--- config.mk ---
export PLATFORM = sky130hd
export DESIGN_NAME = reg_write_arbiter
export DESIGN_NICKNAME = d
export VERILOG_FILES = /design/src/rtl/reg_write_arbiter.sv
export SDC_FILE = /design/constraint.sdc
export NUM_CORES = 1
export LEC_CHECK = 0
export BUFFER_PORTS_ARGS = -buffer_cell sky130_fd_sc_hd__buf_4
export CAP_MARGIN = 25
export CORE_ASPECT_RATIO = 1.5
export CORE_UTILIZATION = 50
export CTS_BUF_LIST = sky130_fd_sc_hd__clkbuf_4
export DETAILED_ROUTE_END_ITERATION = 10
export PLACE_DENSITY_LB_ADDON = 0.12
export SYNTH_ARGS = -nofsm -noshare
export SYNTH_HDL_FRONTEND = slang
export SYNTH_SLANG_ARGS = --single-unit
--- constraint.sdc ---
create_clock -name clk -period 3.95 [get_ports clk]
set_input_delay 0.1975 -clock clk [delete_from_list [all_inputs] [get_ports clk]]
set_output_delay 0.1975 -clock clk [all_outputs]
set_load 0.05 [all_outputs]
--- src/rtl/reg_write_arbiter.sv ---
// rtl/reg_write_arbiter.sv - round-robin arbiter for the shared write port of a register bank
// Picks one pending write per cycle and drives the bank's one-hot write enables and data bus.
module reg_write_arbiter #(
  parameter int NUM_REQ  = 4,
  parameter int WIDTH    = 8,
  parameter int NUM_REGS = 8,
  parameter int ADDR_W   = $clog2(NUM_REGS)
) (
  input  logic                      clk,
  input  logic                      rst_n,
  input  logic [NUM_REQ-1:0]        req,
  input  logic [NUM_REQ*ADDR_W-1:0] req_addr,
  input  logic [NUM_REQ*WIDTH-1:0]  req_data,
  input  logic                      freeze,
  output logic [NUM_REQ-1:0]        gnt,
  output logic [NUM_REGS-1:0]       reg_we,
  output logic [WIDTH-1:0]          reg_in,
  output logic                      pending
);

  localparam int PTR_W = $clog2(NUM_REQ);
  localparam logic [PTR_W:0]  REQ_LIMIT = (PTR_W+1)'(NUM_REQ);
  localparam logic [ADDR_W:0] REG_LIMIT = (ADDR_W+1)'(NUM_REGS);

  logic [PTR_W-1:0]    ptr;
  logic [PTR_W-1:0]    win;
  logic [PTR_W-1:0]    ptr_next;
  logic                found;
  logic [NUM_REQ-1:0]  elig;
  logic [NUM_REQ-1:0]  gnt_next;
  logic [NUM_REGS-1:0] we_next;
  logic [ADDR_W-1:0]   win_addr;
  logic [WIDTH-1:0]    win_data;
  logic [PTR_W:0]      cand_sum;
  logic [PTR_W-1:0]    cand;

  // The requester granted this cycle is masked so a held request cannot win twice in a row.
  assign elig    = req & ~gnt;
  assign pending = |elig;

  // Scan from the farthest offset down so the candidate closest to ptr is the one left standing.
  always_comb begin
    win      = ptr;
    found    = 1'b0;
    cand_sum = '0;
    cand     = '0;
    for (int off = NUM_REQ - 1; off >= 0; off--) begin
      cand_sum = {1'b0, ptr} + (PTR_W+1)'(off);
      if (cand_sum >= REQ_LIMIT) begin
        cand_sum = cand_sum - REQ_LIMIT;
      end
      cand = cand_sum[PTR_W-1:0];
      if (elig[cand]) begin
        win   = cand;
        found = 1'b1;
      end
    end
  end

  always_comb begin
    win_addr = '0;
    win_data = '0;
    gnt_next = '0;
    for (int i = 0; i < NUM_REQ; i++) begin
      if (PTR_W'(i) == win) begin
        win_addr    = req_addr[i*ADDR_W +: ADDR_W];
        win_data    = req_data[i*WIDTH +: WIDTH];
        gnt_next[i] = 1'b1;
      end
    end
  end

  // Addresses beyond the bank are still granted and consumed, but enable nothing.
  always_comb begin
    we_next = '0;
    if ({1'b0, win_addr} < REG_LIMIT) begin
      we_next[win_addr] = 1'b1;
    end
  end

  always_comb begin
    if (win == PTR_W'(NUM_REQ - 1)) begin
      ptr_next = '0;
    end else begin
      ptr_next = win + 1'b1;
    end
  end

  always_ff @(posedge clk or negedge rst_n) begin
    if (!rst_n) begin
      gnt    <= '0;
      reg_we <= '0;
      reg_in <= '0;
      ptr    <= '0;
    end else if (!freeze && found) begin
      gnt    <= gnt_next;
      reg_we <= we_next;
      reg_in <= win_data;
      ptr    <= ptr_next;
    end else begin
      gnt    <= '0;
      reg_we <= '0;
    end
  end

endmodule

# After elaboration in Yosys (flattened, before gate mapping)

Index checks and enable logic that the tools add are counted.

Add/sub/neg operators: 8
$lt $le $gt $ge: 10
Equality and inequality tests: 4
Mux-type cells: 37
Bitwise operators: 2
Reductions and logical operators: 5

Operators by type and width:

| cell                                                                                 | count |
|---|---|
| 8-bit two-way mux                                                                    | 5 |
| 2-bit two-way mux                                                                    | 9 |
| 1-bit two-way mux                                                                    | 13 |
| 2-bit by 3-bit < comparator with 1-bit output (second input constant)                | 4 |
| 3-bit two-way mux                                                                    | 4 |
| 3-bit greater-or-equal comparator (second input constant)                            | 3 |
| 1-bit binary-select mux with 2-bit select                                            | 4 |
| 2-bit by 1-bit subtractor with 2-bit output (second input constant)                  | 4 |
| 2-bit by 2-bit adder with 3-bit output (second input constant)                       | 2 |
| 4-bit AND                                                                            | 1 |
| 2-bit == test (first input constant)                                                 | 2 |
| 3-bit by 4-bit < comparator with 1-bit output (second input constant)                | 1 |
| 4-bit two-way mux                                                                    | 1 |
| 4-bit NOT                                                                            | 1 |
| 4-bit OR reduction                                                                   | 1 |
| 2-bit by 1-bit adder with 3-bit output (second input constant)                       | 1 |
| 1-bit demux with 3-bit select                                                        | 1 |
| 2-bit by 3-bit greater-or-equal comparator with 1-bit output (second input constant) | 1 |
| 3-bit by 1-bit greater-or-equal comparator with 1-bit output (second input constant) | 1 |
| 2-bit by 1-bit adder with 2-bit output (second input constant)                       | 1 |
| 1-bit by 2-bit == test with 1-bit output (first input constant)                      | 1 |
| 2-bit == test (second input constant)                                                | 1 |
| 1-bit logical AND                                                                    | 2 |
| 2-bit logical NOT                                                                    | 1 |
| 1-bit logical NOT                                                                    | 1 |

Register bits: 22
Bits of input ports: 51
Output and inout bits: 21
Word-level logic and storage cells: 70

# Depth between registers and ports, before layout

Word-level depth: 19
Depth in mapped cells: 11
Mapped depth without buffers: 9

# Worst setup path after synthesis

No wires, ideal clock.

Path type: reg-to-reg
Start: reg gnt[1]
End: reg reg_we[4]
Setup time: 80 ps
Data arrival time: 2,679 ps
Setup slack: 1,191 ps
Stages on the path, launching flop included: 10
Buffers on the path: 0
Clock period less this slack: 2,759 ps
Cell sequence: dfrtp_1 > nand2b_4 > or3b_2 > o21a_1 > and3_1 > ha_1 > a21oi_1 > a221oi_1 > or3b_1 > nor3b_2

Word-level cells in the longest chain between the ends: 18

Ends and longest elaborated chain:

| what                                                                                                                                                       | line | RTL |
|---|---|---|
| start, declared                                                                                                                                            | 15   | `output logic [NUM_REQ-1:0] gnt,` |
| start signal, assigned                                                                                                                                     | 96   | `gnt <= gnt_next;` |
| 4-bit NOT (*)                                                                                                                                              | 38   | `assign elig = req & ~gnt;` |
| 4-bit AND (*)                                                                                                                                              | 38   |  |
| 1-bit binary-select mux with 2-bit select                                                                                                                  | 53   | `if (elig[cand]) begin` |
| 1-bit two-way mux (implied by the code)                                                                                                                    | 53   |  |
| 2-bit two-way mux (4 in series)                                                                                                                            | 53   |  |
| 2-bit logical NOT                                                                                                                                          | 65   | `if (PTR_W'(i) == win) begin` |
| 3-bit two-way mux (4 in series)                                                                                                                            | 65   |  |
| 3-bit by 4-bit < comparator with 1-bit output (implied by the code) / 3-bit by 1-bit greater-or-equal comparator with 1-bit output (equally long branches) | 77   | `we_next[win_addr] = 1'b1;` |
| 1-bit logical AND (implied by the code)                                                                                                                    | 77   |  |
| 1-bit two-way mux (implied by the code)                                                                                                                    | 77   |  |
| 1-bit demux with 3-bit select                                                                                                                              | 77   |  |
| 8-bit two-way mux (*)                                                                                                                                      | 95   | `end else if (!freeze && found) begin` |
| end signal, assigned                                                                                                                                       | 97   | `reg_we <= we_next;` |
| end, declared                                                                                                                                              | 16   | `output logic [NUM_REGS-1:0] reg_we,` |

Every way passes the cells marked *; elsewhere a longest branch is shown, timed or not. The select of a mux whose other input is x is not followed.
A chain may end at the register's enable or synchronous reset.

# Worst setup path in the final report

Start: reg gnt[2]
End: reg reg_we[1]

The elaborated chain is that of the path after synthesis.

==> run_results.csv <==
group,metric,value,unit
setup_path,max_stage_delay,640,ps
floorplanning,io_pins,72,
global_routing,grt_usage,27.3,%
yosys,synth.avg_cell_area,8.69,um2
timing,fin_ws,910,ps
setup_path,critPathCaptureType,"flip-flop",
final_layout,final_cell_mix,"buf_4 (71), a21oi_1 (29), dfrtp_1 (22)",
setup_path,path_cells,"nand2b_4, or3b_2, o2111ai_1, o21a_1, ha_1, a21oi_1, a221oi_1, o21ai_1, and3b_1",
setup_path,cp.arrival,3300,ps
clocking,numCtsBuffers,3,
timing,setup_viol,0,
final_layout,drive_gt1_share,37.9,%
clocking,cts_hold_buffers,1,
power_and_ir_drop,power.density,900,mW/mm2
timing,fin_crit_sh,77.0,%
detailed_routing,drtIter0Drc,21,
floorplanning,die_w,44.7,um
global_routing,antenna_found_initial,0,
final_layout,n_antenna_cell,0,
yosys,synth_cells,157,
setup_path,cp-start-kind,"flip-flop",
floorplanning,die_area,0.00295,mm2
clocking,cts_max_level,1,
timing,worst_pin_slew,740,ps
placement,gp_congestion,0.820,
timing,skew,2.70,ps
floorplanning,rows,22,
placement,numPortBuffers,71,
detailed_routing,dr.pass1.iters,4,
placement,place_ws,958,ps
timing,maxSlewViolCount,0,
detailed_routing,postRouteAntennaNets,0,
placement,placed_cells,255,
detailed_routing,drt-wirelength-per-cell,14.4,um
yosys,synth_warnings,0,
global_routing,grt_pass1_wl,5.82,mm
final_layout,fillers,195,
yosys,syn_nets,212,
final_layout,areaGrowthSynthToFinish,44.2,%
status,outcome,"finished, final reports clean",
yosys,synth_edf_count,0,
detailed_routing,vias,1395,
floorplanning,initial_core_util,54.5,%
setup_path,path_class,"flip-flop to flip-flop",
clocking,cts.sinks,22,
yosys,ys_ff_latch,22,
power_and_ir_drop,irDropWorstVdd,620,uV
final_layout,stdcell_count,260,
detailed_routing,via_per_inst,5.37,
power_and_ir_drop,p_total,1.77,mW
yosys,synth_ff_type,"dfrtp_1",
timing,max_freq,0.329,GHz
timing,rsz0062_at_grt,"no",
global_routing,overflow,0,
timing,period_minus_slack,3040,ps
clocking,cts.path.max_buffers,2,
timing,fin_setup_tns,0,ps
clocking,clk_latency,310,ps
power_and_ir_drop,p_leak,0.965,nW
run,drv_cap,0,
final_layout,nets,280,
yosys,synthArstFlopShare,100,%
global_routing,grt_pass1_vias,1355,
worst_hold_path,hp-class,"input pin to flip-flop",
global_routing,grt_max_degree,26,
timing,relSlewSlack,50.7,%
setup_path,cp_slowest_cell,"ha_1",
detailed_routing,wl,3.74,mm
clocking,clkTransAtPathRegs,120,ps
clocking,clock-root-buffer,"clkbuf_4",
final_layout,final_common_cell,"buf_4",
clocking,cts_resized,0,
floorplanning,die_height,66.0,um
timing,hold_viol_final,0,
floorplanning,core-area,0.00250,mm2
yosys,ys_seq_area_share,40.3,%
detailed_routing,drc_errors,0,
clocking,cts_tree,"built",
setup_path,cp_max_fo,23,
clocking,cts_setup_buffers,0,
placement,dp_hpwl,2.90,mm
yosys,synth_area,0.00137,mm2
setup_path,cp_data_required_time,4210,ps
yosys,synth.distinct_cells,35,
==> cell usage after synthesis (all sizes together) (4+ instances only) <==
cell    instances  share of area, %
buf             4               1.4
nand2          13               3.6
inv            11               3.0
clkbuf          5               1.4
nor2           11               3.0
a22oi          10               6.2
a21oi          29                11
o21ai          12               4.4
dfrtp          22                40
ha              4               3.7
and2            6               2.8
nor3b           4               2.9
nand2b          4               3.5
==> logic make-up (layout without fill, tap and decap cells) <==
logic type / count (synthesis) / in the layout / synth area share [%]
buffers and inverters: 20 / 87 / 5.77
muxes: 1 / 1 / 0.825
DFF: 22 / 22 / 40.3
AOI/OAI and AO/OA: 60 / 60 / 27.8
adders and majority gates: 4 / 4 / 3.67
and+or+nand+nor: 50 / 50 / 21.6
==> worst paths after layout <==
kind / startpoint / end / slack, ps / cells after the start
setup / recovery: gnt[2] / reg_we[1] / 910 / 9
max in group asynchronous: rst_n / reg_we[3] / 3440 / 2
min in group asynchronous: rst_n / ptr[0] / 290 / 2
hold / removal: req_data[25] / reg_in[1] / 210 / 3
setup reg to reg: gnt[2] / reg_we[1] / 910 / 9
hold reg to reg: reg_in[2] / reg_in[2] / 550 / 2
==> sequential cells by signal (all words and copies together), names as in the netlist <==
signal and count:
gnt 4, reg_in 8, ptr 2, reg_we 8
==> critical path, delay by kind of cell (launching register included) <==
kind	cells	cell delay (ps)
and+or+nand+nor	3	900
adders and majority gates	1	640
AOI/OAI and AO/OA	5	1060
DFF	1	390
==> final cells by class <==
| type | instances | area, um2 | area share (%) |
|---|---|---|---|
| multi-input combinational | 115 | 736 | 37.4 |
| sequential | 22 | 551 | 28.0 |
| timing repair buffer | 72 | 543 | 27.6 |
| tap | 36 | 45.0 | 2.29 |
| inverter | 11 | 41.3 | 2.10 |
| clock inverter | 1 | 30.0 | 1.53 |
| clock buffer | 3 | 22.5 | 1.14 |
==> metrics by stage <==
| step | hold slack, ps | instance area [um2] | utilization [%] |
|---|---|---|---|
| finish | 212 | 1970 | 78.6 |
| global route | 188 | 1970 | 78.6 |
| CTS | 200 | 1970 | 78.6 |
| detailed placement | 101 | 1910 | 76.1 |
| global placement | 93.2 | 1910 | 76.1 |
| floorplan | -98.1 | 1370 | - |
==> power breakdown <==
| group | internal, mW | total (mW) | switching [mW] |
|---|---|---|---|
| clock network | 0.103 | 0.173 | 0.0705 |
| registers | 0.319 | 0.372 | 0.0526 |
| logic | 0.430 | 1.23 | 0.798 |
| total | 0.851 | 1.77 | 0.921 |
==> layer usage <==
metal | track usage (%) | vias to the layer above | routed length [um]
li1 | - | 686 | -
met1 | 26.4 | 637 | 1300
met2 | 52.2 | 56 | 2110
met3 | 4.92 | 16 | 163
met4 | 14.0 | 0 | 159
met5 | 0 | - | 0
Power figures use the tool's default switching activity.
